`config.mk`:
```
export PLATFORM = sky130hd
export DESIGN_NAME = wb_buffer_flat
export DESIGN_NICKNAME = d
export VERILOG_FILES = /design/src/rtl/wb_buffer_pkg.sv /design/src/rtl/wb_buffer_if.sv /design/src/rtl/wb_buffer_fifo.sv /design/src/rtl/wb_buffer.sv /design/src/flat_wrapper.sv
export SDC_FILE = /design/constraint.sdc
export NUM_CORES = 1
export LEC_CHECK = 0
export BUFFER_PORTS_ARGS = -buffer_cell sky130_fd_sc_hd__buf_2
export CORE_MARGIN = 10
export CORE_UTILIZATION = 60
export DETAILED_ROUTE_END_ITERATION = 8
export PLACE_DENSITY = 0.85
export SYNTH_ARGS = -nofsm -noshare
export SYNTH_HDL_FRONTEND = slang
export SYNTH_HIERARCHICAL = 1
export SYNTH_SLANG_ARGS = --single-unit
```
`constraint.sdc`:
```
create_clock -name clk -period 5.79 [get_ports clk]
set_input_delay 1.158 -clock clk [delete_from_list [all_inputs] [get_ports clk]]
set_output_delay 1.158 -clock clk [all_outputs]
set_load 0.02 [all_outputs]
```
`src/rtl/wb_buffer_pkg.sv`:
```
// Shared types and defaults for the writeback buffer that sits in front of the register file.
package wb_buffer_pkg;

    localparam int unsigned REG_ADDR_W    = 3;
    localparam int unsigned WB_W_DEFAULT  = 8;
    localparam int unsigned WB_DEPTH_DEFAULT = 4;

    // One pending register-file write at the default data width
    typedef struct packed {
        logic [REG_ADDR_W-1:0]   addr;
        logic [WB_W_DEFAULT-1:0] data;
    } wb_entry_t;

    // Width of an occupancy counter that must represent 0..depth inclusive
    function automatic int unsigned wb_count_w(input int unsigned depth);
        return $clog2(depth) + 1;
    endfunction

endpackage

```
`src/rtl/wb_buffer_if.sv`:
```
// Execute-side result handshake, register-file write port and decode-side forwarding lookups.
interface wb_buffer_if
    import wb_buffer_pkg::*;
#(
    parameter int unsigned W     = WB_W_DEFAULT,
    parameter int unsigned DEPTH = WB_DEPTH_DEFAULT
) ();

    logic                        res_valid;
    logic [REG_ADDR_W-1:0]       res_addr;
    logic [W-1:0]                res_data;
    logic                        res_ready;

    logic                        wb_en;
    logic                        WE;
    logic [REG_ADDR_W-1:0]       A3;
    logic [W-1:0]                data;

    logic [REG_ADDR_W-1:0]       A1;
    logic [REG_ADDR_W-1:0]       A2;
    logic                        fwd1_hit;
    logic                        fwd2_hit;
    logic [W-1:0]                fwd1_data;
    logic [W-1:0]                fwd2_data;

    logic [wb_count_w(DEPTH)-1:0] count;

    modport slave (
        input  res_valid, res_addr, res_data, wb_en, A1, A2,
        output res_ready, WE, A3, data, fwd1_hit, fwd2_hit, fwd1_data, fwd2_data, count
    );

    modport master (
        output res_valid, res_addr, res_data, wb_en, A1, A2,
        input  res_ready, WE, A3, data, fwd1_hit, fwd2_hit, fwd1_data, fwd2_data, count
    );

endinterface

```
`src/rtl/wb_buffer_fifo.sv`:
```
// In-order storage of pending {addr, data} writes; exposes contents oldest-first for forwarding.
module wb_fifo
    import wb_buffer_pkg::*;
#(
    parameter int unsigned W     = WB_W_DEFAULT,
    parameter int unsigned DEPTH = WB_DEPTH_DEFAULT
) (
    input  logic                                  clk,
    input  logic                                  reset,
    input  logic                                  i_push,
    input  logic                                  i_pop,
    input  logic [REG_ADDR_W-1:0]                 i_addr,
    input  logic [W-1:0]                          i_data,
    output logic [wb_count_w(DEPTH)-1:0]          o_count,
    output logic [DEPTH-1:0]                      o_age_vld,
    output logic [DEPTH-1:0][REG_ADDR_W-1:0]      o_age_addr,
    output logic [DEPTH-1:0][W-1:0]               o_age_data
);

    localparam int unsigned PW = $clog2(DEPTH);
    localparam int unsigned CW = wb_count_w(DEPTH);

    logic [REG_ADDR_W-1:0] r_addr [DEPTH];
    logic [W-1:0]          r_data [DEPTH];
    logic [PW-1:0]         r_wr_ptr;
    logic [PW-1:0]         r_rd_ptr;
    logic [CW-1:0]         r_count;

    logic                  w_push;
    logic                  w_pop;

    // Guard against overflow/underflow even if the caller misbehaves
    assign w_push = i_push && (r_count != CW'(DEPTH));
    assign w_pop  = i_pop  && (r_count != '0);

    // Payload storage carries no reset; validity is tracked by pointers and count
    always_ff @(posedge clk) begin
        if (w_push) begin
            r_addr[r_wr_ptr] <= i_addr;
            r_data[r_wr_ptr] <= i_data;
        end
    end

    // Pointers wrap naturally because DEPTH is a power of two
    always_ff @(posedge clk) begin
        if (reset) begin
            r_wr_ptr <= '0;
            r_rd_ptr <= '0;
            r_count  <= '0;
        end else begin
            if (w_push) begin
                r_wr_ptr <= r_wr_ptr + PW'(1);
            end
            if (w_pop) begin
                r_rd_ptr <= r_rd_ptr + PW'(1);
            end
            r_count <= r_count + CW'(w_push) - CW'(w_pop);
        end
    end

    assign o_count = r_count;

    // Slot 0 is the head (oldest); higher slots are progressively younger
    always_comb begin
        o_age_vld  = '0;
        o_age_addr = '0;
        o_age_data = '0;
        for (int i = 0; i < DEPTH; i++) begin
            o_age_vld[i]  = CW'(i) < r_count;
            o_age_addr[i] = r_addr[r_rd_ptr + PW'(i)];
            o_age_data[i] = r_data[r_rd_ptr + PW'(i)];
        end
    end

endmodule

```
`src/rtl/wb_buffer.sv`:
```
// Writeback buffer: queues execute results until the register-file write port is free,
// and forwards the youngest pending value for each decode read address.
module wb_buffer
    import wb_buffer_pkg::*;
#(
    parameter int unsigned W     = WB_W_DEFAULT,
    parameter int unsigned DEPTH = WB_DEPTH_DEFAULT
) (
    input  logic      clk,
    input  logic      reset,
    wb_buffer_if.slave bus
);

    localparam int unsigned CW = wb_count_w(DEPTH);

    logic [CW-1:0]                   w_count;
    logic [DEPTH-1:0]                w_age_vld;
    logic [DEPTH-1:0][REG_ADDR_W-1:0] w_age_addr;
    logic [DEPTH-1:0][W-1:0]         w_age_data;

    logic                            w_occupied;
    logic                            w_ready;
    logic                            w_we;
    logic                            w_push;

    logic                            w_fwd1_hit;
    logic                            w_fwd2_hit;
    logic [W-1:0]                    w_fwd1_data;
    logic [W-1:0]                    w_fwd2_data;

    // Reset masks everything so no stale entry is visible while it is asserted
    assign w_occupied = !reset && (w_count != '0);
    assign w_ready    = reset || (w_count != CW'(DEPTH));
    assign w_we       = w_occupied && bus.wb_en;
    assign w_push     = !reset && bus.res_valid && w_ready;

    wb_fifo #(
        .W     (W),
        .DEPTH (DEPTH)
    ) u_fifo (
        .clk        (clk),
        .reset      (reset),
        .i_push     (w_push),
        .i_pop      (w_we),
        .i_addr     (bus.res_addr),
        .i_data     (bus.res_data),
        .o_count    (w_count),
        .o_age_vld  (w_age_vld),
        .o_age_addr (w_age_addr),
        .o_age_data (w_age_data)
    );

    // Scan oldest to youngest so the last match wins; incoming result is not yet stored
    always_comb begin
        w_fwd1_hit  = 1'b0;
        w_fwd2_hit  = 1'b0;
        w_fwd1_data = '0;
        w_fwd2_data = '0;
        for (int i = 0; i < DEPTH; i++) begin
            if (!reset && w_age_vld[i] && (w_age_addr[i] == bus.A1)) begin
                w_fwd1_hit  = 1'b1;
                w_fwd1_data = w_age_data[i];
            end
            if (!reset && w_age_vld[i] && (w_age_addr[i] == bus.A2)) begin
                w_fwd2_hit  = 1'b1;
                w_fwd2_data = w_age_data[i];
            end
        end
    end

    assign bus.res_ready = w_ready;
    assign bus.WE        = w_we;
    assign bus.A3        = w_occupied ? w_age_addr[0] : '0;
    assign bus.data      = w_occupied ? w_age_data[0] : '0;
    assign bus.count     = reset ? '0 : w_count;
    assign bus.fwd1_hit  = w_fwd1_hit;
    assign bus.fwd2_hit  = w_fwd2_hit;
    assign bus.fwd1_data = w_fwd1_data;
    assign bus.fwd2_data = w_fwd2_data;

endmodule

```
`src/flat_wrapper.sv`:
```
// flat-port wrapper written by rule: the top's interface ports become plain ports
module wb_buffer_flat import wb_buffer_pkg::*;
#(
    parameter int unsigned W     = WB_W_DEFAULT,
    parameter int unsigned DEPTH = WB_DEPTH_DEFAULT
)
  (clk, reset, bus_res_valid, bus_res_addr, bus_res_data, bus_wb_en, bus_A1, bus_A2, bus_res_ready, bus_WE, bus_A3, bus_data, bus_fwd1_hit, bus_fwd2_hit, bus_fwd1_data, bus_fwd2_data, bus_count);
  wb_buffer_if #(.W(W), .DEPTH(DEPTH)) bus_i ();
  input  logic clk;
  input  logic reset;
  input wire logic [$bits(bus_i.res_valid)-1:0] bus_res_valid;
  input wire logic [$bits(bus_i.res_addr)-1:0] bus_res_addr;
  input wire logic [$bits(bus_i.res_data)-1:0] bus_res_data;
  input wire logic [$bits(bus_i.wb_en)-1:0] bus_wb_en;
  input wire logic [$bits(bus_i.A1)-1:0] bus_A1;
  input wire logic [$bits(bus_i.A2)-1:0] bus_A2;
  output wire logic [$bits(bus_i.res_ready)-1:0] bus_res_ready;
  output wire logic [$bits(bus_i.WE)-1:0] bus_WE;
  output wire logic [$bits(bus_i.A3)-1:0] bus_A3;
  output wire logic [$bits(bus_i.data)-1:0] bus_data;
  output wire logic [$bits(bus_i.fwd1_hit)-1:0] bus_fwd1_hit;
  output wire logic [$bits(bus_i.fwd2_hit)-1:0] bus_fwd2_hit;
  output wire logic [$bits(bus_i.fwd1_data)-1:0] bus_fwd1_data;
  output wire logic [$bits(bus_i.fwd2_data)-1:0] bus_fwd2_data;
  output wire logic [$bits(bus_i.count)-1:0] bus_count;
  assign bus_i.res_valid = bus_res_valid;
  assign bus_i.res_addr = bus_res_addr;
  assign bus_i.res_data = bus_res_data;
  assign bus_i.wb_en = bus_wb_en;
  assign bus_i.A1 = bus_A1;
  assign bus_i.A2 = bus_A2;
  assign bus_res_ready = bus_i.res_ready;
  assign bus_WE = bus_i.WE;
  assign bus_A3 = bus_i.A3;
  assign bus_data = bus_i.data;
  assign bus_fwd1_hit = bus_i.fwd1_hit;
  assign bus_fwd2_hit = bus_i.fwd2_hit;
  assign bus_fwd1_data = bus_i.fwd1_data;
  assign bus_fwd2_data = bus_i.fwd2_data;
  assign bus_count = bus_i.count;
  wb_buffer #(.W(W), .DEPTH(DEPTH)) u_core (.clk(clk), .reset(reset), .bus(bus_i));
endmodule
```
# Word level (Yosys, flattened, before mapping)
# Memories as Yosys holds them, arrays and structs flattened. A register that Yosys moved wholly into a read port is not among the register bits.
# Cells that the tools add are included.
# W data, S select, Z words.
dict set report classes {
  add_sub_neg 6
  multipliers 0
  div 0
  order_cmp 4
  n_eq_ne 9
  shifts 0
  mux 25
  bitwise_logic 0
  reduce_logical 21
}
# op count
set op_table {}
lappend op_table {{$mux W8} 9}
lappend op_table {{$eq A3 B3 Y1} 8}
lappend op_table {{$logic_and A1 B1 Y1} 18}
lappend op_table {{$mux W1} 10}
lappend op_table {{$mux W2} 4}
lappend op_table {{$lt A1 B3 Y1 const A} 2}
lappend op_table {{$lt A2 B3 Y1 const A} 2}
lappend op_table {{$mux W3} 2}
lappend op_table {{$add A2 B1 Y2 const B} 2}
lappend op_table {{$add A2 B2 Y2 const B} 2}
lappend op_table {{$add A3 B1 Y3} 1}
lappend op_table {{$ne A3 B3 Y1 const B} 1}
lappend op_table {{$reduce_bool A3 Y1} 1}
lappend op_table {{$sub A3 B1 Y3} 1}
lappend op_table {{$logic_not A1 Y1} 1}
lappend op_table {{$logic_or A1 B1 Y1} 1}
dict set report totals {
  regBits 7
  latch_bits 0
  ramBits 44
  rom_bits 0
  inputBits 21
  out_inout_bits 34
  wordCells 70
  mem_count 2
}
# memory depth width rd rd_clocked_by_memory_dff write_ports line
set mem_list {}
lappend mem_list {u_core.u_fifo.r_data 4 8 4 1 1 wb_buffer_fifo.sv:24} ;# logic [W-1:0] r_data [DEPTH];
lappend mem_list {u_core.u_fifo.r_addr 4 3 4 1 1 wb_buffer_fifo.sv:23} ;# logic [REG_ADDR_W-1:0] r_addr [DEPTH];

# Depth between registers and ports, before layout
# Gate-level depths: netlist of the first run.
dict set report logic_depth {
  depth_word 7
  depth_mapped 12
  mapped_depth_nobuf 10
}

# By module
# The synthesis of the first run kept the hierarchy.
# mod n_inst cells_per_inst area_per_inst_um2 seq_area_each_um2
set by_module_without_submodules {}
lappend by_module_without_submodules {wb_fifo 1 150 2951.6 1501.4}
lappend by_module_without_submodules {wb_buffer 1 175 1171.1 0.0}

# Worst setup path before layout of the first run
# No wires, ideal clock.
dict set report synth_timing {
  path_kind {input to output}
  from {input bus_A2[2]}
  to {output bus_fwd2_data[0]}
  t_arrival_ns 2.454
  t_required_ns 4.632
  setup_slack_ns 2.178
  path_stages 5
  n_path_buf 1
  path_cell_list {buf_2 -> xor2_1 -> nor4_2 -> o221ai_1 -> a31oi_1}
}
dict set report synth_via {
  elab_chain_len 6
  word_cells_on_any_way 12
  cone_classes {4 x eq/ne; 4 x mux; 4 x reduce/logical}
}
# element line
set synth_rtl {}
lappend synth_rtl {{from (decl)} flat_wrapper.sv:16} ;# input wire logic [$bits(bus_i.A2)-1:0] bus_A2;
lappend synth_rtl {{$eq A3 B3 Y1} wb_buffer.sv:64} ;# if (!reset && w_age_vld[i] && (w_age_addr[i] == bus.A2)) begin
lappend synth_rtl {{$logic_and A1 B1 Y1} wb_buffer.sv:64}
lappend synth_rtl {{$mux W8 (3 in series)} wb_buffer.sv:64}
lappend synth_rtl {{$mux W8 *} wb_buffer.sv:64}
lappend synth_rtl {{to (decl)} flat_wrapper.sv:24} ;# output wire logic [$bits(bus_i.fwd2_data)-1:0] bus_fwd2_data;
# Every way passes the cells marked *; elsewhere a longest branch is shown, timed or not.

==> out/results.tsv, run 1 <==
stage	metric	value	unit
run_status	status	finished clean	
critical_path	cp.arrival	3680	ps
cts	clock_sinks	53	
yosys	synth-async-reset-ratio	0	%
yosys	yosys_warnings	6	
yosys	synthCells	325	
cts	cts_root_buf	clkbuf_8	
critical_path	r2r_cells	9	
critical_path	crit_slowest_cell	dfxtp_2	
placed_design	dp_hpwl	7.88	mm
cts	cts_tree	done	
power	power.share.clock	17.9	%
cts	clk_path_buf_depth	2	
timing	period_needed	4840	ps
detailed_routing	drt_iter0_markers	312	
global_routing	grt_pass1_wl	16.2	mm
cts	post_cts_resized	0	
critical_path	path_buf_inv	1	
critical_path	crit_path_max_fanout	35	
detailed_routing	ant_nets	0	
cts	cts_buffers	5	
critical_path	regToRegSetupSlack	3050	ps
floorplanning	rows	30	
final_layout	nNetsFinal	393	
global_routing	grt_max_degree	36	
cts	path_clk_slew	100	ps
detailed_routing	firstDrtPassIters	6	
detailed_routing	drc_errors	0	
critical_path	worstPathCellList	mux4_1 > xnor2_1 > nand4_1 > o211ai_2 > o221ai_1 > buf_2	
final_layout	syn_to_final_growth	7.10	%
timing	setup_viol	0	
power	power.switching	452	µW
critical_path	r2r_start	u_core/u_fifo/o_count[1]$_SDFF_PP0_	
timing	clock_skew	8.43	ps
placed_design	place.gp.congestion	0.972	
run	drv_cap	0	
worst_hold_path	hp-class	reg -> reg	
yosys	syn_avg_cell_area	12.7	µm²
final_layout	final_area	4420	µm²
timing	maxSlewViolCount	0	
power	seqPwrFrac	42.4	%
cts	ctsHoldBuffers	0	
yosys	ys_ff_latch	53	
power	internal_power	704	µW
critical_path	cp-start-kind	register	
yosys	ys_top_cells_by_area	edfxtp_1 32%, mux4_2 20%, mux4_1 4.5%, dfxtp_1 4.4%, xnor2_1 3.4%	
critical_path	cp.required	4630	ps
yosys	synth_edf_count	44	
timing	finalHoldViolations	0	
placed_design	place_area	4330	µm²
critical_path	critPathTopFamily	flip-flops	
yosys	synth_fp_nets	354	
worst_hold_path	holdPathEnd	u_core/u_fifo/r_wr_ptr[1]$_SDFFE_PP0P_	
timing	fmax	207	MHz
timing	fin_crit_sh	83.6	%
timing	setup_tns	0	ps
power	p_per_area	262	nW/µm²
global_routing	antenna_found_initial	0	
floorplanning	ioPinCount	55	
floorplanning	die-height	103	µm
critical_path	cp.depth	6	
yosys	synthDistinctLibCells	48	
detailed_routing	viasPerCell	7.13	
yosys	seq_area_frac_synth	36.4	%
timing	rsz0062_at_grt	false	
floorplanning	core_area	6720	µm²
timing	relSlewSlack	35.1	%
critical_path	endpoint_kind	output pin	
worst_hold_path	min-delay-start	u_core/u_fifo/r_wr_ptr[1]$_SDFFE_PP0P_	
critical_path	critPathMaxStageDelay	980	ps
cts	postCtsSetupRepairBufs	0	
yosys	synth_area	4120	µm²
floorplanning	die_w	103	µm
power	power.leakage	0.00149	µW
final_layout	antenna_cells	0	
critical_path	setup.worst_path.class	reg -> out	
yosys	synth_flop_cell	edfxtp_1	
global_routing	grt_use_total	19.6	%
floorplanning	start_util	61.4	%
yosys	yosysTopAreaCellShare	32.0	%
detailed_routing	wirelength	10.3	mm
power	switching_share	39.1	%
cts	clock_latency	310	ps
placed_design	io_buffers	54	
timing	tightest_slew	973	ps
cts	htree_num_levels	2	
detailed_routing	vias	3171	
detailed_routing	routedWlPerCell	23.2	µm
global_routing	grt_pass1_vias	3075	
power	ir_drop	0.000154	V
critical_path	r2r-end	u_core/u_fifo/o_count[1]$_SDFF_PP0_	
floorplanning	die_area	10600	µm²
yosys	synth_top_area_cell	edfxtp_1	
worst_hold_path	worstHoldPathCells	2	
power	combinationalPowerShare	39.7	%
global_routing	grt_remaining_overflow	0	
final_layout	drive_gt1_share	30.4	%
stage by stage:
stage / setup WS [ps] / std cells / hold slack, ps / power, µW / util (%)
after floorplan: 2180 / 325 / 482 / 826 / -
after global placement: 1530 / 437 / 504 / 937 / 64.4
after detailed placement: 1360 / 437 / 511 / 950 / 64.4
after CTS: 1010 / 445 / 528 / 1160 / 65.7
after global routing: 740 / 445 / 576 / 1210 / 65.7
final: 948 / 445 / 539 / 1160 / 65.7
power by group through the flow:
| stage | logic (µW) | clock network (µW) | registers [µW] |
|---|---|---|---|
| after floorplan | 356 | 0 | 471 |
| after global placement | 444 | 0 | 493 |
| after CTS | 454 | 212 | 489 |
| final | 459 | 207 | 490 |
| after detailed placement | 452 | 0 | 498 |
| after global routing | 492 | 227 | 495 |
Yosys cell counts, types with 5 or more instances:
library cell  count
mux4_1            7
nand4_1           8
inv_1            11
nand2b_1          5
nor4_1           13
mux2i_1           5
edfxtp_1         44
nor2_1           21
clkbuf_1          6
dfxtp_1           9
a31oi_1          10
nand3b_1          9
and2_1           16
ha_1              7
nand3_1           6
xnor2_1          16
nand2_1          15
nor2b_1           7
o221ai_1         10
xor2_1           10
mux4_2           37
buf_4             5
buf_6             5
kinds of logic after synthesis:
kind of cell	Yosys count	share of synthesized area (%)
buffers and inverters	34	5.19
muxes	50	26.2
AOI/OAI and AO/OA	36	7.01
xor gates and xnor gates	28	6.31
adders and majority gates	8	2.61
DFF	53	36.4
and+or+nand+nor	116	16.3
worst max-delay path by stage:
stage               slack [ps]                              startpoint                to
global route               740  u_core/u_fifo/r_rd_ptr[0]$_SDFFE_PP0P_  bus_fwd1_data[7]
CTS                       1010  u_core/u_fifo/r_rd_ptr[0]$_SDFFE_PP0P_  bus_fwd1_data[7]
floorplan                 2180                               bus_A2[2]  bus_fwd2_data[0]
detailed placement        1360  u_core/u_fifo/r_rd_ptr[0]$_SDFFE_PP0P_  bus_fwd1_data[7]
global placement          1530  u_core/u_fifo/r_rd_ptr[0]$_SDFFE_PP0P_  bus_fwd1_data[7]
finish                     950  u_core/u_fifo/r_rd_ptr[0]$_SDFFE_PP0P_  bus_fwd1_data[7]
layout make-up:
| class | count | area (µm²) |
|---|---|---|
| flip-flops and latches | 53 | 1500 |
| repair buffers | 55 | 278 |
| well taps | 80 | 100 |
| clock buffers | 5 | 68.8 |
| inverters | 11 | 41.3 |
| fillers | 479 | 2300 |
| clock inverters | 3 | 17.5 |
| multi-input cells | 238 | 2410 |
worst reg2reg max path, delay by kind of cell, from the launching register on:
| family | cells | cell delay [ps] |
|---|---|---|
| adder cells (fa/ha/maj) | 2 | 590 |
| flip-flops | 1 | 490 |
| AND/OR/NAND/NOR | 5 | 1330 |
| AO/OA/AOI/OAI | 2 | 210 |
cells in the final DEF, fill, tap and decap left out, types with 9 or more instances in the layout:
cell type and count:
a31oi_1 10, xor2_1 10, nand3b_1 9, nand2_1 15, mux4_2 37, o221ai_1 10
buf_2 54, nor2_1 21, xnor2_1 16, edfxtp_1 44, and2_1 16, nor4_1 13
inv_1 11
metal layers:
metal  routed length (µm)  global-route usage (%)
met1                 4060                    25.3
met2                 4820                    30.7
met3                 1230                    5.56
met4                  213                    7.27
met5                    0                       0
registers in the layout, indices dropped and copies added (netlist names), named ones only:
| signal | cells |
|---|---|
| u_core/u_fifo/r_data | 32 |
| u_core/u_fifo/r_addr | 12 |
| u_core/u_fifo/r_wr_ptr | 2 |
| u_core/u_fifo/r_rd_ptr | 2 |
| u_core/u_fifo/o_count | 3 |
Note: power is estimated with default switching activity, not from simulation.
==> inputs of run 2 (changes only) <==
- CORE_UTILIZATION: 60 -> 59
- PLACE_DENSITY: 0.85 -> 0.83
- clock period: 5.79 -> 5.1 ns (I/O delays scaled with it)
==> out/results.tsv, run 2 (same netlist as run 1, synthesis figures left out) <==
stage	metric	value	unit
power	seqPwrFrac	41.5	%
timing	worst_slack	810	ps
final_layout	final_common_cell	buf_2	
critical_path	cp.required	4080	ps
critical_path	r2r-end	u_core/u_fifo/o_count[1]$_SDFF_PP0_	
detailed_routing	vias	3115	
timing	rsz0062_at_grt	false	
timing	fin_crit_sh	84.1	%
final_layout	final_cell_mix	54 x buf_2, 44 x edfxtp_1, 37 x mux4_2	
global_routing	grt_pass1_vias	2973	
critical_path	r2r_cells	9	
timing	finalHoldViolations	0	
power	p_total	1320	µW
critical_path	cp-start-kind	register	
final_layout	drive_gt1_share	30.3	%
critical_path	setup.worst_path.class	reg -> out	
run	drv_cap	0	
timing	setup_viol	0	
power	combinationalPowerShare	40.1	%
cts	cts_root_buf	clkbuf_8	
timing	fmax	233	MHz
final_layout	antenna_cells	0	
cts	cts_tree	done	
detailed_routing	firstDrtPassIters	5	
floorplanning	rows	30	
worst_hold_path	holdPathEnd	u_core/u_fifo/r_wr_ptr[1]$_SDFFE_PP0P_	
timing	maxSlewViolCount	0	
placed_design	io_buffers	54	
cts	htree_num_levels	2	
critical_path	critPathMaxStageDelay	710	ps
detailed_routing	drt_iter0_markers	360	
final_layout	nFillCells	508	
timing	clock_skew	9.67	ps
detailed_routing	viasPerCell	6.74	
cts	ctsHoldBuffers	0	
power	switching_share	38.0	%
worst_hold_path	hp-class	reg -> reg	
global_routing	grt_pass1_wl	16.3	mm
cts	clock_latency	300	ps
critical_path	endpoint_kind	output pin	
global_routing	grt_use_total	18.4	%
floorplanning	die-height	104	µm
cts	clk_path_buf_depth	2	
detailed_routing	ant_nets	0	
final_layout	syn_to_final_growth	7.92	%
critical_path	r2r_start	u_core/u_fifo/o_count[1]$_SDFF_PP0_	
detailed_routing	drc_errors	0	
placed_design	place.gp.congestion	0.976	
cts	postCtsSetupRepairBufs	0	
floorplanning	start_util	60.7	%
power	power.leakage	0.00150	µW
detailed_routing	wirelength	9.86	mm
critical_path	crit_slowest_cell	mux4_1	
timing	relSlewSlack	45.7	%
detailed_routing	routedWlPerCell	21.4	µm
final_layout	register_area	1500	µm²
placed_design	dp_hpwl	7.74	mm
final_layout	largest_reg_flops	32	
floorplanning	die_w	104	µm
power	power.share.clock	18.4	%
cts	path_clk_slew	90	ps
final_layout	nNetsFinal	394	
final_layout	top_register	u_core/u_fifo/r_data	
global_routing	antenna_found_initial	0	
global_routing	grt_remaining_overflow	0	
critical_path	regToRegSetupSlack	2370	ps
floorplanning	core_area	6790	µm²
worst_hold_path	min-delay-start	u_core/u_fifo/r_wr_ptr[1]$_SDFFE_PP0P_	
timing	tightest_slew	812	ps
run_status	status	finished clean	
cts	post_cts_resized	0	
cts	clock_sinks	53	
placed_design	place_ws	1180	ps
floorplanning	ioPinCount	55	
cts	cts_buffers	5	
power	p_per_area	296	nW/µm²
global_routing	grt_max_degree	34	
timing	period_needed	4290	ps
critical_path	crit_path_max_fanout	10	
timing	setup_tns	0	ps
final_layout	multi_input_area	2410	µm²
floorplanning	die_area	10700	µm²
critical_path	worstPathCellList	mux4_1 > xnor2_1 > and4b_1 > o211ai_2 > o221ai_1 > buf_2	
worst_hold_path	worstHoldPathCells	2	
power	ir_drop	0.000160	V
power	power.switching	499	µW
critical_path	cp.arrival	3270	ps
power	internal_power	816	µW
-- run 2: critical path: cells and delay by family (launching register included) --
family          cells  cell delay (ps)
xor+xnor            1              390
compound gates      2              490
buf+inv             1              220
simple gates        1              570
mux                 1              710
flops               1              590
-- run 2: how the worst max path moves through the flow --
stage / from / cells after the start / endpoint
after floorplan: u_core/u_fifo/r_rd_ptr[1]$_SDFFE_PP0P_ / 7 / bus_fwd2_data[0]
after global placement: u_core/u_fifo/r_rd_ptr[1]$_SDFFE_PP0P_ / 6 / bus_fwd1_data[2]
after detailed placement: u_core/u_fifo/r_rd_ptr[1]$_SDFFE_PP0P_ / 7 / bus_fwd1_data[2]
after CTS: u_core/u_fifo/r_rd_ptr[1]$_SDFFE_PP0P_ / 6 / bus_fwd1_data[2]
after global routing: u_core/u_fifo/r_rd_ptr[1]$_SDFFE_PP0P_ / 7 / bus_fwd1_data[2]
final: u_core/u_fifo/r_rd_ptr[1]$_SDFFE_PP0P_ / 6 / bus_fwd1_data[2]
-- run 2: through the flow --
stage	util [%]	hold WS [ps]	instance area (µm²)	std cells
2_1_floorplan	-	482	4120	325
3_3_place_gp	64.1	501	4360	454
3_5_place_dp	64.1	511	4360	454
4_1_cts	65.5	524	4450	462
5_1_grt	65.5	555	4450	462
6_report	65.5	517	4450	462
-- run 2: area by class of cell --
cell class,instances,share of cell area [%]
Clock buffer,7,1.94
Timing Repair Buffer,56,6.41
Sequential cell,53,33.8
Multi-Input combinational cell,238,54.1
Inverter,11,0.928
Clock inverter,1,0.141
Tap cell,96,2.70
-- run 2: routing by layer --
| layer | GRT usage, % | up-vias | share of wire, % |
|---|---|---|---|
| li1 | - | 1377 | - |
| met1 | 25.1 | 1548 | 41 |
| met2 | 28.2 | 174 | 48 |
| met3 | 4.09 | 16 | 9.8 |
| met4 | 5.95 | 0 | 1.7 |
| met5 | 0 | - | 0 |
-- run 2: power by group through the flow --
stage               Combinational [µW]  Sequential (µW)  Clock [µW]
floorplan                          404              534           0
global placement                   516              552           0
detailed placement                 521              556           0
CTS                                523              546         249
global route                       571              551         270
finish                             527              546         243
==> inputs of run 3 (changes only) <==
- clock period: 5.1 -> 4.16 ns (I/O delays scaled with it)
==> out/results.tsv, run 3 (same netlist as run 1, synthesis figures left out) <==
stage	metric	value	unit
cts	htree_num_levels	2	
final_layout	nFillCells	504	
global_routing	grt_max_degree	27	
critical_path	setup.worst_path.class	reg -> out	
critical_path	cp.required	3330	ps
timing	period_needed	3920	ps
floorplanning	start_util	60.7	%
global_routing	grt_pass1_vias	3016	
timing	setup_tns	0	ps
final_layout	final_common_cell	buf_2	
worst_hold_path	hp-class	reg -> reg	
power	power.leakage	0.00154	µW
cts	clock_latency	300	ps
final_layout	drive_gt1_share	32.7	%
critical_path	path_buf_inv	1	
critical_path	critPathMaxStageDelay	700	ps
timing	maxSlewViolCount	0	
global_routing	antenna_found_initial	0	
detailed_routing	drt_iter0_markers	193	
detailed_routing	routedWlPerCell	21.8	µm
timing	setup_viol	0	
detailed_routing	firstDrtPassIters	5	
final_layout	register_area	1500	µm²
global_routing	grt_use_total	18.5	%
final_layout	final_cell_mix	54 x buf_2, 44 x edfxtp_1, 37 x mux4_2	
global_routing	grt_pass1_wl	16.4	mm
power	ir_drop	0.000304	V
timing	finalHoldViolations	0	
final_layout	top_register	u_core/u_fifo/r_data	
timing	rsz0062_at_grt	false	
final_layout	largest_reg_flops	32	
critical_path	crit_path_max_fanout	10	
cts	cts_tree	done	
floorplanning	core_area	6790	µm²
floorplanning	die_area	10700	µm²
detailed_routing	viasPerCell	6.65	
placed_design	place.gp.congestion	0.994	
timing	relSlewSlack	57.0	%
final_layout	syn_to_final_growth	9.71	%
critical_path	endpoint_kind	output pin	
detailed_routing	drc_errors	0	
timing	fin_crit_sh	94.2	%
floorplanning	ioPinCount	55	
timing	whs	517	ps
run	drv_cap	0	
cts	clock_sinks	53	
critical_path	cp.arrival	3090	ps
critical_path	critPathTopFamily	multiplexers	
placed_design	io_buffers	54	
power	p_per_area	357	nW/µm²
cts	cts_buffers	5	
floorplanning	die-height	104	µm
cts	ctsHoldBuffers	0	
placed_design	dp_hpwl	7.99	mm
timing	fmax	255	MHz
final_layout	multi_input_area	2410	µm²
run_status	status	finished clean	
cts	clk_path_buf_depth	2	
critical_path	worstPathCellList	mux4_1 > xnor2_1 > and4b_2 > o211ai_2 > o221ai_1 > buf_2	
detailed_routing	ant_nets	0	
floorplanning	die_w	104	µm
critical_path	crit_slowest_cell	mux4_1	
cts	path_clk_slew	100	ps
global_routing	grt_remaining_overflow	0	
cts	cts_root_buf	clkbuf_8	
detailed_routing	wirelength	10.3	mm
floorplanning	rows	30	
final_layout	antenna_cells	0	
detailed_routing	vias	3138	
timing	clock_skew	10.3	ps
timing	tightest_slew	642	ps
final_layout	nNetsFinal	404	
critical_path	cp-start-kind	register	
final_layout	final_util	66.6	%
run 3: worst min-delay path: stages (launching register included):
cell,delay [ps]
dfxtp_1,350
nand2b_1,70
mux2i_1,60
run 3: cell type report:
class | count | share of cell area, %
inverter | 11 | 0.913
timing repair buffer | 66 | 7.97
sequential | 53 | 33.2
multi-input combinational | 238 | 53.3
clock buffer | 5 | 1.52
clock inverter | 3 | 0.470
tap | 96 | 2.66
run 3: worst paths after layout:
check | startpoint | to | slack [ps] | depth (start not counted)
setup / recovery | u_core/u_fifo/r_rd_ptr[1]$_SDFFE_PP0P_ | bus_fwd1_data[2] | 240 | 6
hold / removal | u_core/u_fifo/r_wr_ptr[1]$_SDFFE_PP0P_ | u_core/u_fifo/r_wr_ptr[1]$_SDFFE_PP0P_ | 520 | 2
hold reg to reg | u_core/u_fifo/r_wr_ptr[1]$_SDFFE_PP0P_ | u_core/u_fifo/r_wr_ptr[1]$_SDFFE_PP0P_ | 520 | 2
setup reg to reg | u_core/u_fifo/o_count[1]$_SDFF_PP0_ | u_core/u_fifo/o_count[2]$_SDFF_PP0_ | 1790 | 11
run 3: power breakdown:
part           internal, µW  leakage [µW]  switching [µW]
Combinational           256       0.00102             408
Sequential              618      0.000473            48.0
Clock                   120     0.0000445             166
run 3: metrics by stage:
| stage | setup slack [ps] | instances | power, µW | cell area (µm²) |
|---|---|---|---|---|
| 2_1_floorplan | 904 | 325 | 1150 | 4120 |
| 3_3_place_gp | 521 | 459 | 1320 | 4390 |
| 3_5_place_dp | 472 | 459 | 1330 | 4390 |
| 4_1_cts | 128 | 467 | 1610 | 4480 |
| 5_1_grt | 137 | 472 | 1690 | 4520 |
| 6_report | 240 | 472 | 1620 | 4520 |
run 3: timing repair:
action,4_1_cts,5_1_grt
setup endpoints to repair,0,9
buffers inserted,0,5
hold endpoints to repair,0,0
resized for setup,0,1
run 3: metal layers:
layer / share of wire [%] / vias up / GRT usage, %
met4: 1.7 / 0 / 5.65
met3: 9.9 / 19 / 3.59
met5: 0 / - / 0
li1: - / 1402 / -
met2: 49 / 158 / 29.6
met1: 40 / 1559 / 24.7
